### src/rtl/uart_pkg.sv
// Shared frame layout and receive-controller state encoding.
package uart_pkg;

  localparam int FRAME_W      = 11;
  localparam int FRM_START    = 0;
  localparam int FRM_DATA_LSB = 1;
  localparam int FRM_DATA_MSB = 8;
  localparam int FRM_PAR      = 9;
  localparam int FRM_STOP     = 10;

  typedef enum logic [1:0] {
    ST_IDLE  = 2'd0,
    ST_CHECK = 2'd1,
    ST_STORE = 2'd2,
    ST_DROP  = 2'd3
  } rx_state_e;

  // Framing is broken when the start bit is not low or the stop bit is not high.
  function automatic logic framing_bad(input logic [FRAME_W-1:0] f);
    return (f[FRM_START] != 1'b0) || (f[FRM_STOP] != 1'b1);
  endfunction

endpackage

### src/rtl/uart_rx_ctrl_if.sv
// Signal bundle between the serial receiver, the consumer and the receive controller.
interface uart_rx_ctrl_if;
  // Handshakes: recieved_flag is a one-cycle frame-complete pulse with data_parll valid
  // in that cycle (no back-pressure). rx_data is transferred on every rising edge where
  // rx_valid and rx_ready are both 1; rx_valid does not depend on rx_ready.
  logic        rx_en;
  logic        recieved_flag;
  logic [10:0] data_parll;
  logic        rx_ready;
  logic        err_clr;
  logic [7:0]  rx_data;
  logic        rx_valid;
  logic        frame_err;
  logic        parity_err;
  logic        overrun_err;
  logic [4:0]  fifo_count;
  logic        busy;

  modport master (
    output rx_en, recieved_flag, data_parll, rx_ready, err_clr,
    input  rx_data, rx_valid, frame_err, parity_err, overrun_err, fifo_count, busy
  );

  modport slave (
    input  rx_en, recieved_flag, data_parll, rx_ready, err_clr,
    output rx_data, rx_valid, frame_err, parity_err, overrun_err, fifo_count, busy
  );
endinterface

### src/rtl/uart_rx_fifo.sv
// First-word-fall-through byte FIFO; push is accepted when full if a pop happens on the same edge.
module uart_rx_fifo #(
  parameter int DEPTH = 4
) (
  input  logic       clk,
  input  logic       rst_n,
  input  logic       push,
  input  logic       pop,
  input  logic [7:0] din,
  output logic [7:0] dout,
  output logic [4:0] count,
  output logic       full,
  output logic       empty
);
  localparam int AW = (DEPTH > 1) ? $clog2(DEPTH) : 1;

  logic [7:0]    mem [DEPTH];
  logic [AW-1:0] wr_ptr;
  logic [AW-1:0] rd_ptr;
  logic          pop_eff;
  logic          push_eff;

  assign empty    = (count == 5'd0);
  assign full     = (count == 5'(DEPTH));
  assign pop_eff  = pop && !empty;
  assign push_eff = push && (!full || pop_eff);
  assign dout     = mem[rd_ptr];

  // Power-of-two depth lets the pointers wrap by plain overflow.
  always_ff @(posedge clk or negedge rst_n) begin
    if (!rst_n) begin
      wr_ptr <= '0;
      rd_ptr <= '0;
      count  <= '0;
    end else begin
      if (push_eff) wr_ptr <= wr_ptr + AW'(1);
      if (pop_eff)  rd_ptr <= rd_ptr + AW'(1);
      case ({push_eff, pop_eff})
        2'b10:   count <= count + 5'd1;
        2'b01:   count <= count - 5'd1;
        default: count <= count;
      endcase
    end
  end

  always_ff @(posedge clk) begin
    if (push_eff) mem[wr_ptr] <= din;
  end
endmodule

### src/rtl/uart_rx_ctrl.sv
// Receive controller: validates completed UART frames and buffers good data bytes.
module uart_rx_ctrl
  import uart_pkg::*;
#(
  parameter int FIFO_DEPTH = 4,
  parameter bit PARITY_EN  = 1'b1,
  parameter bit PARITY_ODD = 1'b0
) (
  input  logic          baud_clk,
  input  logic          rst_n,
  uart_rx_ctrl_if.slave bus,
  output rx_state_e     dbg_state
);
  rx_state_e          state;
  logic [FRAME_W-1:0] hold;
  logic               push_q;
  logic               frame_err_q;
  logic               parity_err_q;
  logic               overrun_err_q;
  logic               frame_bad;
  logic               parity_bad;
  logic               fifo_full;
  logic               fifo_empty;
  logic               fifo_pop;
  logic               flag_seen;

  assign frame_bad  = framing_bad(hold);
  assign parity_bad = PARITY_EN && ((^hold[FRM_PAR:FRM_DATA_LSB]) != PARITY_ODD);
  assign fifo_pop   = !fifo_empty && bus.rx_ready;
  assign flag_seen  = bus.recieved_flag && bus.rx_en;

  // The push is issued one edge after STORE, so the full check uses the FIFO state
  // on the edge where the byte actually lands (a simultaneous pop makes room).
  always_ff @(posedge baud_clk or negedge rst_n) begin
    if (!rst_n) begin
      state         <= ST_IDLE;
      hold          <= '1;
      push_q        <= 1'b0;
      frame_err_q   <= 1'b0;
      parity_err_q  <= 1'b0;
      overrun_err_q <= 1'b0;
    end else begin
      push_q <= 1'b0;
      if (bus.err_clr) begin
        frame_err_q   <= 1'b0;
        parity_err_q  <= 1'b0;
        overrun_err_q <= 1'b0;
      end
      if (push_q && fifo_full && !fifo_pop) overrun_err_q <= 1'b1;
      if (state != ST_IDLE && flag_seen) overrun_err_q <= 1'b1;

      case (state)
        ST_IDLE: begin
          if (flag_seen) begin
            hold  <= bus.data_parll;
            state <= ST_CHECK;
          end
        end
        ST_CHECK: state <= (frame_bad || parity_bad) ? ST_DROP : ST_STORE;
        ST_STORE: begin
          push_q <= 1'b1;
          state  <= ST_IDLE;
        end
        ST_DROP: begin
          if (frame_bad) frame_err_q  <= 1'b1;
          else           parity_err_q <= 1'b1;
          state <= ST_IDLE;
        end
        default: state <= ST_IDLE;
      endcase
    end
  end

  uart_rx_fifo #(.DEPTH(FIFO_DEPTH)) u_fifo (
    .clk   (baud_clk),
    .rst_n (rst_n),
    .push  (push_q),
    .pop   (fifo_pop),
    .din   (hold[FRM_DATA_MSB:FRM_DATA_LSB]),
    .dout  (bus.rx_data),
    .count (bus.fifo_count),
    .full  (fifo_full),
    .empty (fifo_empty)
  );

  assign bus.rx_valid    = !fifo_empty;
  assign bus.frame_err   = frame_err_q;
  assign bus.parity_err  = parity_err_q;
  assign bus.overrun_err = overrun_err_q;
  assign bus.busy        = (state != ST_IDLE);
  assign dbg_state       = state;
endmodule
### src/flat_wrapper.sv
// flat-port wrapper written by rule: the top's interface ports become plain ports
module uart_rx_ctrl_flat import uart_pkg::*;
#(
  parameter int FIFO_DEPTH = 4,
  parameter bit PARITY_EN  = 1'b1,
  parameter bit PARITY_ODD = 1'b0
)
  (baud_clk, rst_n, dbg_state, bus_rx_en, bus_recieved_flag, bus_data_parll, bus_rx_ready, bus_err_clr, bus_rx_data, bus_rx_valid, bus_frame_err, bus_parity_err, bus_overrun_err, bus_fifo_count, bus_busy);
  uart_rx_ctrl_if bus_i ();
  input  logic baud_clk;
  input  logic rst_n;
  output rx_state_e dbg_state;
  input wire logic [$bits(bus_i.rx_en)-1:0] bus_rx_en;
  input wire logic [$bits(bus_i.recieved_flag)-1:0] bus_recieved_flag;
  input wire logic [$bits(bus_i.data_parll)-1:0] bus_data_parll;
  input wire logic [$bits(bus_i.rx_ready)-1:0] bus_rx_ready;
  input wire logic [$bits(bus_i.err_clr)-1:0] bus_err_clr;
  output wire logic [$bits(bus_i.rx_data)-1:0] bus_rx_data;
  output wire logic [$bits(bus_i.rx_valid)-1:0] bus_rx_valid;
  output wire logic [$bits(bus_i.frame_err)-1:0] bus_frame_err;
  output wire logic [$bits(bus_i.parity_err)-1:0] bus_parity_err;
  output wire logic [$bits(bus_i.overrun_err)-1:0] bus_overrun_err;
  output wire logic [$bits(bus_i.fifo_count)-1:0] bus_fifo_count;
  output wire logic [$bits(bus_i.busy)-1:0] bus_busy;
  assign bus_i.rx_en = bus_rx_en;
  assign bus_i.recieved_flag = bus_recieved_flag;
  assign bus_i.data_parll = bus_data_parll;
  assign bus_i.rx_ready = bus_rx_ready;
  assign bus_i.err_clr = bus_err_clr;
  assign bus_rx_data = bus_i.rx_data;
  assign bus_rx_valid = bus_i.rx_valid;
  assign bus_frame_err = bus_i.frame_err;
  assign bus_parity_err = bus_i.parity_err;
  assign bus_overrun_err = bus_i.overrun_err;
  assign bus_fifo_count = bus_i.fifo_count;
  assign bus_busy = bus_i.busy;
  uart_rx_ctrl #(.FIFO_DEPTH(FIFO_DEPTH), .PARITY_EN(PARITY_EN), .PARITY_ODD(PARITY_ODD)) u_core (.baud_clk(baud_clk), .rst_n(rst_n), .bus(bus_i), .dbg_state(dbg_state));
endmodule
### config.mk
export PLATFORM = sky130hd
export DESIGN_NAME = uart_rx_ctrl_flat
export DESIGN_NICKNAME = d
export VERILOG_FILES = /design/src/rtl/uart_pkg.sv /design/src/rtl/uart_rx_ctrl_if.sv /design/src/rtl/uart_rx_fifo.sv /design/src/rtl/uart_rx_ctrl.sv /design/src/flat_wrapper.sv
export SDC_FILE = /design/constraint.sdc
export NUM_CORES = 1
export LEC_CHECK = 0
export CAP_MARGIN = 10
export CORE_ASPECT_RATIO = 1.4
export CORE_MARGIN = 4
export CORE_UTILIZATION = 43
export CTS_CLUSTER_DIAMETER = 150
export DETAILED_ROUTE_END_ITERATION = 8
export GPL_TIMING_DRIVEN = 0
export PLACE_DENSITY = 0.65
export SLEW_MARGIN = 20
export SYNTH_ARGS = -nofsm -noshare
export SYNTH_HDL_FRONTEND = slang
export SYNTH_SLANG_ARGS = --single-unit
### constraint.sdc
create_clock -name baud_clk -period 4.8 [get_ports baud_clk]
set_clock_uncertainty 0.1 [all_clocks]
set_input_delay 1.2 -clock baud_clk [delete_from_list [all_inputs] [get_ports baud_clk]]
set_output_delay 1.2 -clock baud_clk [all_outputs]
set_load 0.05 [all_outputs]
==> summary.txt <==
Critical path
  • Worst Setup End Kind: output port
  • Worst path arrival time: 2310 ps
  • CP max stage delay: 750 ps
  • Kind of critical path: register to output port
  • Crit start category: register
  • Reg2reg path depth: 9
  • Data required time at the worst endpoint: 3500 ps
  • Setup slack, reg-to-reg: 2010 ps
  • Reg-to-Reg Start: u_core.u_fifo.count[0]
  • R2R Path End: u_core.u_fifo.count[4]
  • Crit-path slowest cell: clkdlybuf4s50_1
  • Worst Path Buf+Inv: 2
  • CP top delay family: buffers and inverters
  • Crit-path max FO: 7
  • Worst-path cell chain: buf_6 > nor4_2 > nand2_1 > clkdlybuf4s50_1

Outcome
  • Status: finished, final reports clean

Global routing
  • Number of global-route vias before repair: 1652
  • GRT met1 Usage: 0.176
  • First-pass GRT wire length: 8190 um
  • Initial antenna violation count: 0
  • Global route overflow: 0
  • Met3 global-route usage: 0.0519
  • Grt peak-use layer: met2
  • Met2 usage: 0.255
  • GR Util All Layers: 0.150
  • Largest net degree at the start of global routing: 27

Timing
  • RSZ-0062 raised after global routing: false
  • Fin. Hold Viols: 0
  • Setup WS post-layout: 1190 ps
  • Setup violations, final: 0
  • Worst-margin pin slew: 612 ps
  • Fmax: 277 MHz
  • Setup TNS: 0 ps
  • Final worst path period need: 3610 ps
  • Slew Viols, Final: 0
  • Crit share post-route: 0.751
  • Worst rel slew slack: 0.592

Synth
  • Post-Syn Nets: 203
  • Post-Synthesis Cells: 180
  • Synthesized area per cell: 14.7 um^2
  • Synth area leader: edfxtp_1
  • Sequential element share of the synthesized area: 0.613
  • Synth top area cells: edfxtp_1 36%, dfrtp_1 14%, dfstp_2 11%
  • Distinct cells, synth: 43
  • Top cell type's share of synthesized area: 0.362
  • Synth warn: 0
  • Post-synth top flop: edfxtp_1
  • Post-Syn Area: 2650 um^2
  • #FFs+latches synth: 58
  • Post-synth EDFFs: 32
  • Async set-reset flop share out of synthesis: 0.448

CTS
  • CTS resizes: 0
  • Clock transition at path regs: 70 ps
  • CTS tree: built
  • Root Driver: clkbuf_8
  • Hold_buf cts: 0
  • # clock sinks: 58
  • Clock buffer depth: 2
  • Clock Latency Late Sink: 330 ps
  • TritonCTS buffer count: 9
  • Buffer count from post-CTS setup fixing: 0
  • H-Tree Depth: 3

Detailed routing
  • Pre-Repair DR Iteration Count: 5
  • Total DRC errors in the routed layout: 0
  • Drt total wl: 5050 um
  • Antenna-violating nets left: 0
  • Vias/cell: 5.41
  • Initial DRC count: 145
  • Vias: 1628
  • DR WL/cell: 16.8 um

Min path
  • WHS Endpoint: u_core.bus.frame_err
  • Hold path start: u_core.bus.frame_err
  • Hold crit path type: register to register
  • Hold path depth: 2

Placement
  • Buffers added on ports: 35
  • HPWL Detailed: 3520 um
  • Pre-CTS worst setup slack: 1290 ps
  • GPL Wtd Cong: 0.861

Power
  • Seq pwr share: 0.342
  • Switching Power: 1.06 mW
  • LEAKAGE: 1.20 nW
  • Cell Pwr Density: 789 nW/um^2
  • VDD IR max: 0.548 mV
  • Clock power share: 0.168
  • Switch share: 0.408
  • Share of total power in combinational logic: 0.491
  • Int Pwr: 1.53 mW

Cells and area
  • Layout Nets: 249
  • Most frequent cells in the layout: 34 x clkdlybuf4s50_1, 32 x edfxtp_1, 15 x dfrtp_1
  • Storage element area: 1630 um^2
  • Commonest non-fill, non-tap cell in the layout: clkdlybuf4s50_1
  • Diode count: 0
  • Fill count: 528
  • Share of cells above drive strength 1: 0.242
  • Area Growth Syn to Fin: 23.6%
  • Multi-input logic area: 931 um^2

Die
  • Die ar.: 7510 um^2
  • Initial Utilization: 0.446
  • I/O pin total: 37
  • Placeable core area: 5950 um^2
  • Die X: 74.4 um
  • Rows: 33
  • DIE HEIGHT: 101 um

Run
  • Max-cap violation count: 0
==> worst max path at each step <==
stage | endpoint | depth (start not counted) | from | slack (ps)
floorplan | u_core.u_fifo.count[3] | 9 | bus_rx_ready | 1610
global placement | u_core.u_fifo.count[4] | 9 | bus_rx_ready | 1310
detailed placement | u_core.u_fifo.count[4] | 9 | bus_rx_ready | 1290
CTS | bus_rx_valid | 4 | u_core.u_fifo.count[0] | 1180
global route | bus_rx_valid | 4 | u_core.u_fifo.count[0] | 1050
finish | bus_rx_valid | 4 | u_core.u_fifo.count[0] | 1190
==> cell families after synthesis <==
kind of cell    after synthesis  synth area share
fa+ha+maj                     6            0.0283
buf+inv                      20            0.0363
simple gates                 32            0.0637
compound gates               27            0.0774
flops                        58             0.613
xor+xnor                     13            0.0481
mux                          24             0.133
==> layout make-up <==
type	count	area share
inverters	8	0.00916
clock inverters	7	0.0214
well taps	70	0.0267
multi-input cells	102	0.284
plain buffers	12	0.0202
flip-flops and latches	58	0.496
repair buffers	35	0.105
clock buffers	9	0.0378
==> cell usage after synthesis, drive strengths merged (4+ instances only) <==
cell,instances
and2,4
buf,8
clkbuf,4
dfrtp,15
dfstp,11
edfxtp,32
ha,6
inv,7
mux2,11
mux2i,5
mux4,8
nand2,11
nor2,4
o21ai,4
xnor2,9
==> state kept, by name (all words and copies together) (netlist names) <==
register                cells
u_core.push_q               1
u_core.u_fifo.count         5
u_core.u_fifo.wr_ptr        2
u_core.u_fifo.rd_ptr        2
u_core.bus.parity_err       1
u_core.u_fifo.mem          32
u_core.bus.frame_err        1
u_core.hold                11
u_core.bus.overrun_err      1
u_core.dbg_state            2
==> metal layers <==
metal  vias to the layer above  wire length (um)
li1                        769                 -
met1                       811              1990
met2                        46              2840
met3                         2               200
met4                         0                24
met5                         -                 0
==> power by group through the flow <==
stage | combinational [mW] | sequential [mW] | clock (mW)
4_1_cts | 1.29 | 0.887 | 0.440
2_1_floorplan | 0.818 | 0.998 | 0
6_report | 1.27 | 0.884 | 0.434
3_5_place_dp | 1.28 | 0.895 | 0
3_3_place_gp | 1.27 | 0.890 | 0
5_1_grt | 1.37 | 0.914 | 0.466
==> worst register-to-register path: cells and delay by family, from the launching register on <==
kind	cells	cell delay, ps
AOI/OAI and AO/OA	4	970
buffers and inverters	1	150
DFF	1	410
xor gates and xnor gates	2	330
and+or+nand+nor	1	440
adders and majority gates	1	260
==> per-stage QoR <==
stage | total power, mW | hold slack (ps) | cell area [um^2] | utilization | instances
after floorplan | 1.82 | 443 | 2650 | - | 180
final | 2.59 | 440 | 3280 | 0.552 | 301
after global routing | 2.75 | 468 | 3280 | 0.552 | 301
after CTS | 2.62 | 438 | 3280 | 0.552 | 301
after global placement | 2.16 | 414 | 3090 | 0.520 | 285
after detailed placement | 2.18 | 429 | 3090 | 0.519 | 285
Power figures use the tool's default switching activity.
